**config.mk**
```make
export PLATFORM = sky130hd
export DESIGN_NAME = spike_rx_fifo
export DESIGN_NICKNAME = d
export VERILOG_FILES = /design/src/rtl/spike_rx_fifo.sv
export SDC_FILE = /design/constraint.sdc
export NUM_CORES = 1
export LEC_CHECK = 0
export ABC_AREA = 0
export CAP_MARGIN = 20
export CORE_MARGIN = 2
export CORE_UTILIZATION = 49
export DETAILED_ROUTE_END_ITERATION = 8
export HOLD_SLACK_MARGIN = 0.03
export PLACE_DENSITY = 0.76
export SYNTH_ARGS = -nofsm -noshare
export SYNTH_HDL_FRONTEND = slang
export SYNTH_SLANG_ARGS = --single-unit
```
**constraint.sdc**
```tcl
create_clock -name clk -period 2.3 [get_ports clk]
set_clock_uncertainty 0.05 [all_clocks]
set_input_delay 0.46 -clock clk [delete_from_list [all_inputs] [get_ports clk]]
set_output_delay 0.46 -clock clk [all_outputs]
set_load 0.005 [all_outputs]
```
**src/rtl/spike_rx_fifo.sv**
```systemverilog
// Receive FIFO behind the spike arbiter tree: buffers {src, data} words with
// first-word fall-through output and keeps saturating per-source push counters.

module spike_src_cnt #(
  parameter int CNT_W = 8
) (
  input  logic             clk,
  input  logic             rst_n,
  input  logic             clr,
  input  logic             inc,
  output logic [CNT_W-1:0] cnt
);
  logic [CNT_W-1:0] cnt_q, cnt_d;

  // Clear wins over a same-cycle increment; saturate at all-ones.
  always_comb begin
    cnt_d = cnt_q;
    if (clr)                                   cnt_d = '0;
    else if (inc && (cnt_q != {CNT_W{1'b1}}))  cnt_d = cnt_q + 1'b1;
  end

  always_ff @(posedge clk or negedge rst_n) begin
    if (!rst_n) cnt_q <= '0;
    else        cnt_q <= cnt_d;
  end

  assign cnt = cnt_q;
endmodule

module spike_rx_fifo #(
  parameter int WIDTH = 2,
  parameter int SRC_W = 2,
  parameter int DEPTH = 8,
  parameter int CNT_W = 8,
  localparam int NSRC = 2 ** SRC_W,
  localparam int LW   = $clog2(DEPTH + 1)
) (
  input  logic                  clk,
  input  logic                  rst_n,
  input  logic                  in_valid,
  output logic                  in_ready,
  input  logic [WIDTH-1:0]      in_data,
  input  logic [SRC_W-1:0]      in_src,
  output logic                  out_valid,
  input  logic                  out_ready,
  output logic [WIDTH-1:0]      out_data,
  output logic [SRC_W-1:0]      out_src,
  output logic [LW-1:0]         level,
  output logic                  full,
  output logic                  empty,
  input  logic                  clr_cnt,
  output logic [NSRC*CNT_W-1:0] src_cnt
);
  localparam int PW = (DEPTH > 1) ? $clog2(DEPTH) : 1;
  localparam logic [PW-1:0] LAST = PW'(DEPTH - 1);

  logic [PW-1:0]          wr_ptr_q, wr_ptr_d, rd_ptr_q, rd_ptr_d;
  logic [LW-1:0]          level_q, level_d;
  logic [SRC_W+WIDTH-1:0] mem_q [DEPTH];
  logic                   push, pop;

  assign full      = (level_q == LW'(DEPTH));
  assign empty     = (level_q == '0);
  assign in_ready  = !full;
  assign out_valid = !empty;
  assign level     = level_q;
  assign push      = in_valid && in_ready;
  assign pop       = out_valid && out_ready;

  always_comb begin
    wr_ptr_d = wr_ptr_q;
    rd_ptr_d = rd_ptr_q;
    level_d  = level_q;
    if (push) wr_ptr_d = (wr_ptr_q == LAST) ? '0 : wr_ptr_q + 1'b1;
    if (pop)  rd_ptr_d = (rd_ptr_q == LAST) ? '0 : rd_ptr_q + 1'b1;
    case ({push, pop})
      2'b10:   level_d = level_q + 1'b1;
      2'b01:   level_d = level_q - 1'b1;
      default: level_d = level_q;
    endcase
  end

  always_ff @(posedge clk or negedge rst_n) begin
    if (!rst_n) begin
      wr_ptr_q <= '0;
      rd_ptr_q <= '0;
      level_q  <= '0;
    end else begin
      wr_ptr_q <= wr_ptr_d;
      rd_ptr_q <= rd_ptr_d;
      level_q  <= level_d;
    end
  end

  // Storage is deliberately unreset; the head is only meaningful while !empty.
  always_ff @(posedge clk) begin
    if (push) mem_q[wr_ptr_q] <= {in_src, in_data};
  end

  assign {out_src, out_data} = mem_q[rd_ptr_q];

  for (genvar k = 0; k < NSRC; k++) begin : g_cnt
    spike_src_cnt #(.CNT_W(CNT_W)) u_cnt (
      .clk   (clk),
      .rst_n (rst_n),
      .clr   (clr_cnt),
      .inc   (push && (in_src == SRC_W'(k))),
      .cnt   (src_cnt[k*CNT_W +: CNT_W])
    );
  end
endmodule

```
* Word level (Yosys, flattened, before mapping)
Memory sizes are Yosys's and may differ from the RTL's.
Index checks and enable logic that the tools add are counted.
** Operators by class
- Add/sub/neg operators :: 8
- Eq/ne operators :: 12
- Muxes and demuxes :: 13
- Reductions and logical operators :: 19
** Operators by type and width (count)
- 8-bit two-way mux :: 8
- 8-bit by 1-bit adder with 8-bit output, second input constant :: 4
- 8-bit inequality test, second input constant :: 4
- 1-bit logical AND :: 10
- 2-bit nonzero test :: 5
- 4-bit one-hot mux with 2 select lines :: 1
- 3-bit by 1-bit adder with 3-bit output, second input constant :: 2
- 2-bit equality test, second input constant :: 3
- 3-bit equality test, second input constant :: 2
- 3-bit two-way mux :: 2
- 4-bit by 1-bit adder with 4-bit output, second input constant :: 1
- 2-bit by 1-bit equality test with 1-bit output, second input constant :: 2
- 4-bit equality test, second input constant :: 1
- 4-bit logical NOT :: 1
- 4-bit by 1-bit subtractor with 4-bit output, second input constant :: 1
- 1-bit logical NOT :: 2
- 2-bit logical NOT :: 1
- 1-bit two-way mux :: 2
** Storage, ports and cells
- Register bits after elaboration :: 42
- Memory bits (writable) :: 32
- Bits of input ports :: 9
- Word-level logic and storage cells :: 60
- Memories kept :: 1
** Memories
- mem_q :: depth 8, width 4, read ports 1, clocked after Yosys merged registers in 0, wr ports 1, line 59 : logic [SRC_W+WIDTH-1:0] mem_q [DEPTH];

* Logic depth before layout (Yosys ltp)
- Depth in word-level cells :: 7
- Depth in mapped cells :: 9
- Mapped depth without buffers :: 9

* Modules after synthesis
A second synthesis with hierarchy kept.
** Second synthesis, totals
- Cell total of the unflattened synthesis :: 316
- Area, all modules :: 3801.1 sq um
** By module, submodules not included
- spike_rx_fifo :: instances 1, cells an instance 120, area an instance 1944.4 sq um
- spike_src_cnt :: instances 4, cells an instance 49, area an instance 464.2 sq um

* Worst setup path before layout
Ideal clock, no wire load.
- Kind :: reg-to-reg
- Start :: register level_q[0], in the netlist level[0]
- End :: register level_q[3], in the netlist level[3]
- Setup time :: 0.116 ns
- Data arrival time :: 2.345 ns
- Setup slack :: -0.211 ns
- Stages on the path, launching flop included :: 9
- Path buffers :: 1
- Path through :: dfrtp_1 -> or4b_1 -> buf_6 -> nand2_2 -> ha_1 -> ha_1 -> a21oi_1 -> o21ai_0 -> o311ai_0
** On the way
- Word-level cells in the longest chain between the ends :: 5
- Elaborated cells on any way between the ends :: 12
- Those cells by class :: 2 x add/sub; 3 x eq/ne; 1 x mux; 6 x reduce/logical
** Ends and longest elaborated chain
- start: declaration :: line 58 : logic [LW-1:0] level_q, level_d;
- start signal: assignment :: line 91 : level_q <= level_d;
- 4-bit equality test (*) :: line 62 : assign full = (level_q == LW'(DEPTH));
- 1-bit logical NOT (*) :: line 64 : assign in_ready = !full;
- named net in_ready :: line 41 : output logic in_ready,
- 1-bit logical AND (*) :: line 67 : assign push = in_valid && in_ready;
- 2-bit by 1-bit equality test with 1-bit output / 2-bit equality test (equally long branches) :: line 76 : case ({push, pop})
- 4-bit one-hot mux with 2 select lines / 2-bit nonzero test (equally long branches)
The timed path passes the listed nets; every way through them passes the cells marked *.
A chain may end at the register's enable or synchronous reset.

* Final worst setup path
- Start :: register rd_ptr_q[0]
- End :: output port out_src[1]
** On the way
- Word-level cells in the longest chain between the ends :: 1
** Ends and longest elaborated chain
- start: declaration :: line 57 : logic [PW-1:0] wr_ptr_q, wr_ptr_d, rd_ptr_q, rd_ptr_d;
- start signal: assignment :: line 90 : rd_ptr_q <= rd_ptr_d;
- memory 8 x 4 bit
- end: declaration :: line 47 : output logic [SRC_W-1:0] out_src,
No other way between the ends.

==> results.cfg <==
[status]
status = finished with violations
violations = negative setup slack

[timing]
setup_ws_ns = -0.1227
min_period_ns = 2.423
worst_hold_slack_ns = 0.1352
max_freq_mhz = 412.8
finalCritPeriodShare_pct = 105.3
rsz0062_at_grt = yes
slew_viol_final = 0
max_slew_margin_pct = 46.19
worstMarginPinSlew_ns = 0.7987
setup_viol = 4
final_hold_viol_count = 0

[drt]
vias_per_cell = 5.701
vias = 2822
first_pass_iters = 4
drt_iter0_drc = 130
postRouteAntennaNets = 0
post-route-drc-count = 0
totalWireLength_microns = 7857
wl_per_cell_microns = 15.87

[synthesis]
synth-main-ff-cell = dfrtp_1
mappedNetlistArea_sq_um = 3739
yosysWarnings = 0
syn_nets = 327
ys_seq_area_share_pct = 53.82
ys_types = 48
syn_inst = 306
synth_seq_cells = 74
synth_edf_count = 32
synth.avg_cell_area_sq_um = 12.22
synth-async-reset-ratio_pct = 56.76

[global_routing]
grt_overflow = 0
grt_pass1_wl_microns = 13320
grt_usage_pct = 19.95
grt_pass1_vias = 2719
grt_max_degree = 43
antenna_found_initial = 0

[setup_path]
regToRegStartpoint = level[0]
critPathMostFrequentCell = buf_6
worstSetupPathType = reg -> out
critPathMaxStageDelay_ns = 0.42
cp-end-kind = output pin
start_kind = register
rrSetupSlack_ns = 0.03
slowest_stage = dfrtp_2
worst-path-max-fanout = 3
path_cells = buf_6 > buf_6 > buf_6 > mux4_2 > mux2_4 > buf_6
arrival_ns = 1.91
required_ns = 1.79
crit_start = rd_ptr_q[0]

[floorplanning]
io_pins = 53
fp-row-count = 31
start_util_pct = 51.00
die_x_microns = 91.35
core_sq_um = 7331
die_h_microns = 91.35
die-area_sq_um = 8345

[placed_design]
io_buffers = 52
post-place-cells = 468
hpwl_microns = 5342
dp_slack_ns = -0.1397
place_congestion = 0.8381

[finish]
final-instance-count-excl-fill = 495
n_antenna_cell = 0
nets = 412
final_common_cell = clkdlybuf4s50_1
synthToLayoutAreaGrowth_pct = 30.25
utilization_pct = 66.43
final_cell_mix = 43 x clkdlybuf4s50_1, 41 x dfrtp_1, 32 x edfxtp_1, 32 x buf_4, 28 x a21oi_1
drive_gt1_share_pct = 26.01

[clocking]
clk_pin_slew_worst_paths_ns = 0.08
max-clock-path-buffers = 2
cts.sinks = 74
cts_buffers = 9
root_buffer = clkbuf_8
cts_hold_buffers = 0
htree_num_levels = 3
clock_latency_ns = 0.33
cts_tree = yes

[min_path]
worstHoldPathType = in -> async

[flow_run]
drv_cap = 0

[power_and_ir_drop]
leakagePower_nw = 1.840
power.density_nw_per_um2 = 896.3
vdd_drop_max_mv = 0.3939
## metal layers
metal  part of all wire, %  up-vias  track usage, %
met5                     0        -               0
met4                  0.75        0           5.808
met3                   4.8        4           4.564
met2                    49       69           31.79
met1                    46     1383           27.50
li1                      -     1366               -
## path summary, 6_finish.rpt
path | depth (start not counted) | to
worst max-delay path | 6 | out_src[1]
max in group asynchronous | 2 | rd_ptr_q[0]
worst min register to register | 2 | g_cnt[2].u_cnt.cnt[7]
worst max register to register | 9 | level[3]
min in group clk | 2 | g_cnt[2].u_cnt.cnt[7]
worst min-delay path | 2 | g_cnt[1].u_cnt.cnt[5]
## synth_stat cells, drive strengths merged, types with 2 or more instances
library cell,n,area [sq um]
a21o,2,15.01
a21oi,29,145.1
a41o,2,20.02
and4,3,26.28
buf,10,87.58
clkbuf,6,22.52
dfrtp,42,1051
edfxtp,32,960.9
ha,11,137.6
inv,15,56.30
mux2,11,135.1
mux4,8,180.2
nand2,11,43.80
nand2b,3,18.77
nand3,13,70.07
nand4,8,65.06
nor2,8,30.03
nor2b,2,12.51
nor3,7,35.03
nor4,6,56.31
o21ai,14,70.07
o31ai,18,135.1
or3,9,56.30
or4,20,150.1
## stage by stage
step                      setup TNS [ns]  area [sq um]  power (mW)
after global routing             -0.4794          4870       4.625
after CTS                        -0.3228          4785       4.242
after floorplan                        0          3766       2.516
final                            -0.1902          4870       4.364
after detailed placement         -0.6965          4498       3.089
after global placement           -0.3314          4498       3.026
## area by class of cell
class                      count  area, sq um
multi-input combinational    201         1655
clock inverter                 6        72.57
timing repair buffer          90        810.8
inverter                      15        56.30
clock buffer                  10        137.6
tap                           99        123.9
fill                         533         2461
sequential                    74         2013
## power by group
part / total, mW / leakage (nW) / internal (mW) / switching (mW)
Combinational: 1.59 / 0.882 / 0.934 / 0.653
Sequential: 1.74 / 0.854 / 1.57 / 0.169
Clock: 1.04 / 0.103 / 0.542 / 0.497
Total: 4.36 / 1.84 / 3.05 / 1.32
## worst max-delay path: cells and delay by family (launching register included)
family	cells	cell delay [ns]
buffers and inverters	4	0.46
flip-flops	1	0.42
multiplexers	2	0.70
## registers in the layout, indices dropped and copies added (netlist names)
name             flops
g_cnt.u_cnt.cnt     32
wr_ptr_q             3
level                4
mem_q               32
rd_ptr_q             3
## cell families after synthesis
family                   after synthesis  share of synthesized area (%)
AO/OA/AOI/OAI                         69                          11.28
XOR/XNOR                               2                         0.4686
adder cells (fa/ha/maj)               12                          4.217
buffers and inverters                 31                          4.451
flip-flops                            74                          53.82
multiplexers                          20                          8.701
AND/OR/NAND/NOR                       98                          17.07
## what timing repair did
| action | CTS | global route |
|---|---|---|
| setup endpoints to repair | 8 | 9 |
| buffers inserted | 7 | 4 |
| gates resized for setup | 28 | 19 |
| pin swaps | 6 | 8 |
| cloned | 0 | 0 |
(Power assumes the default switching activity.)
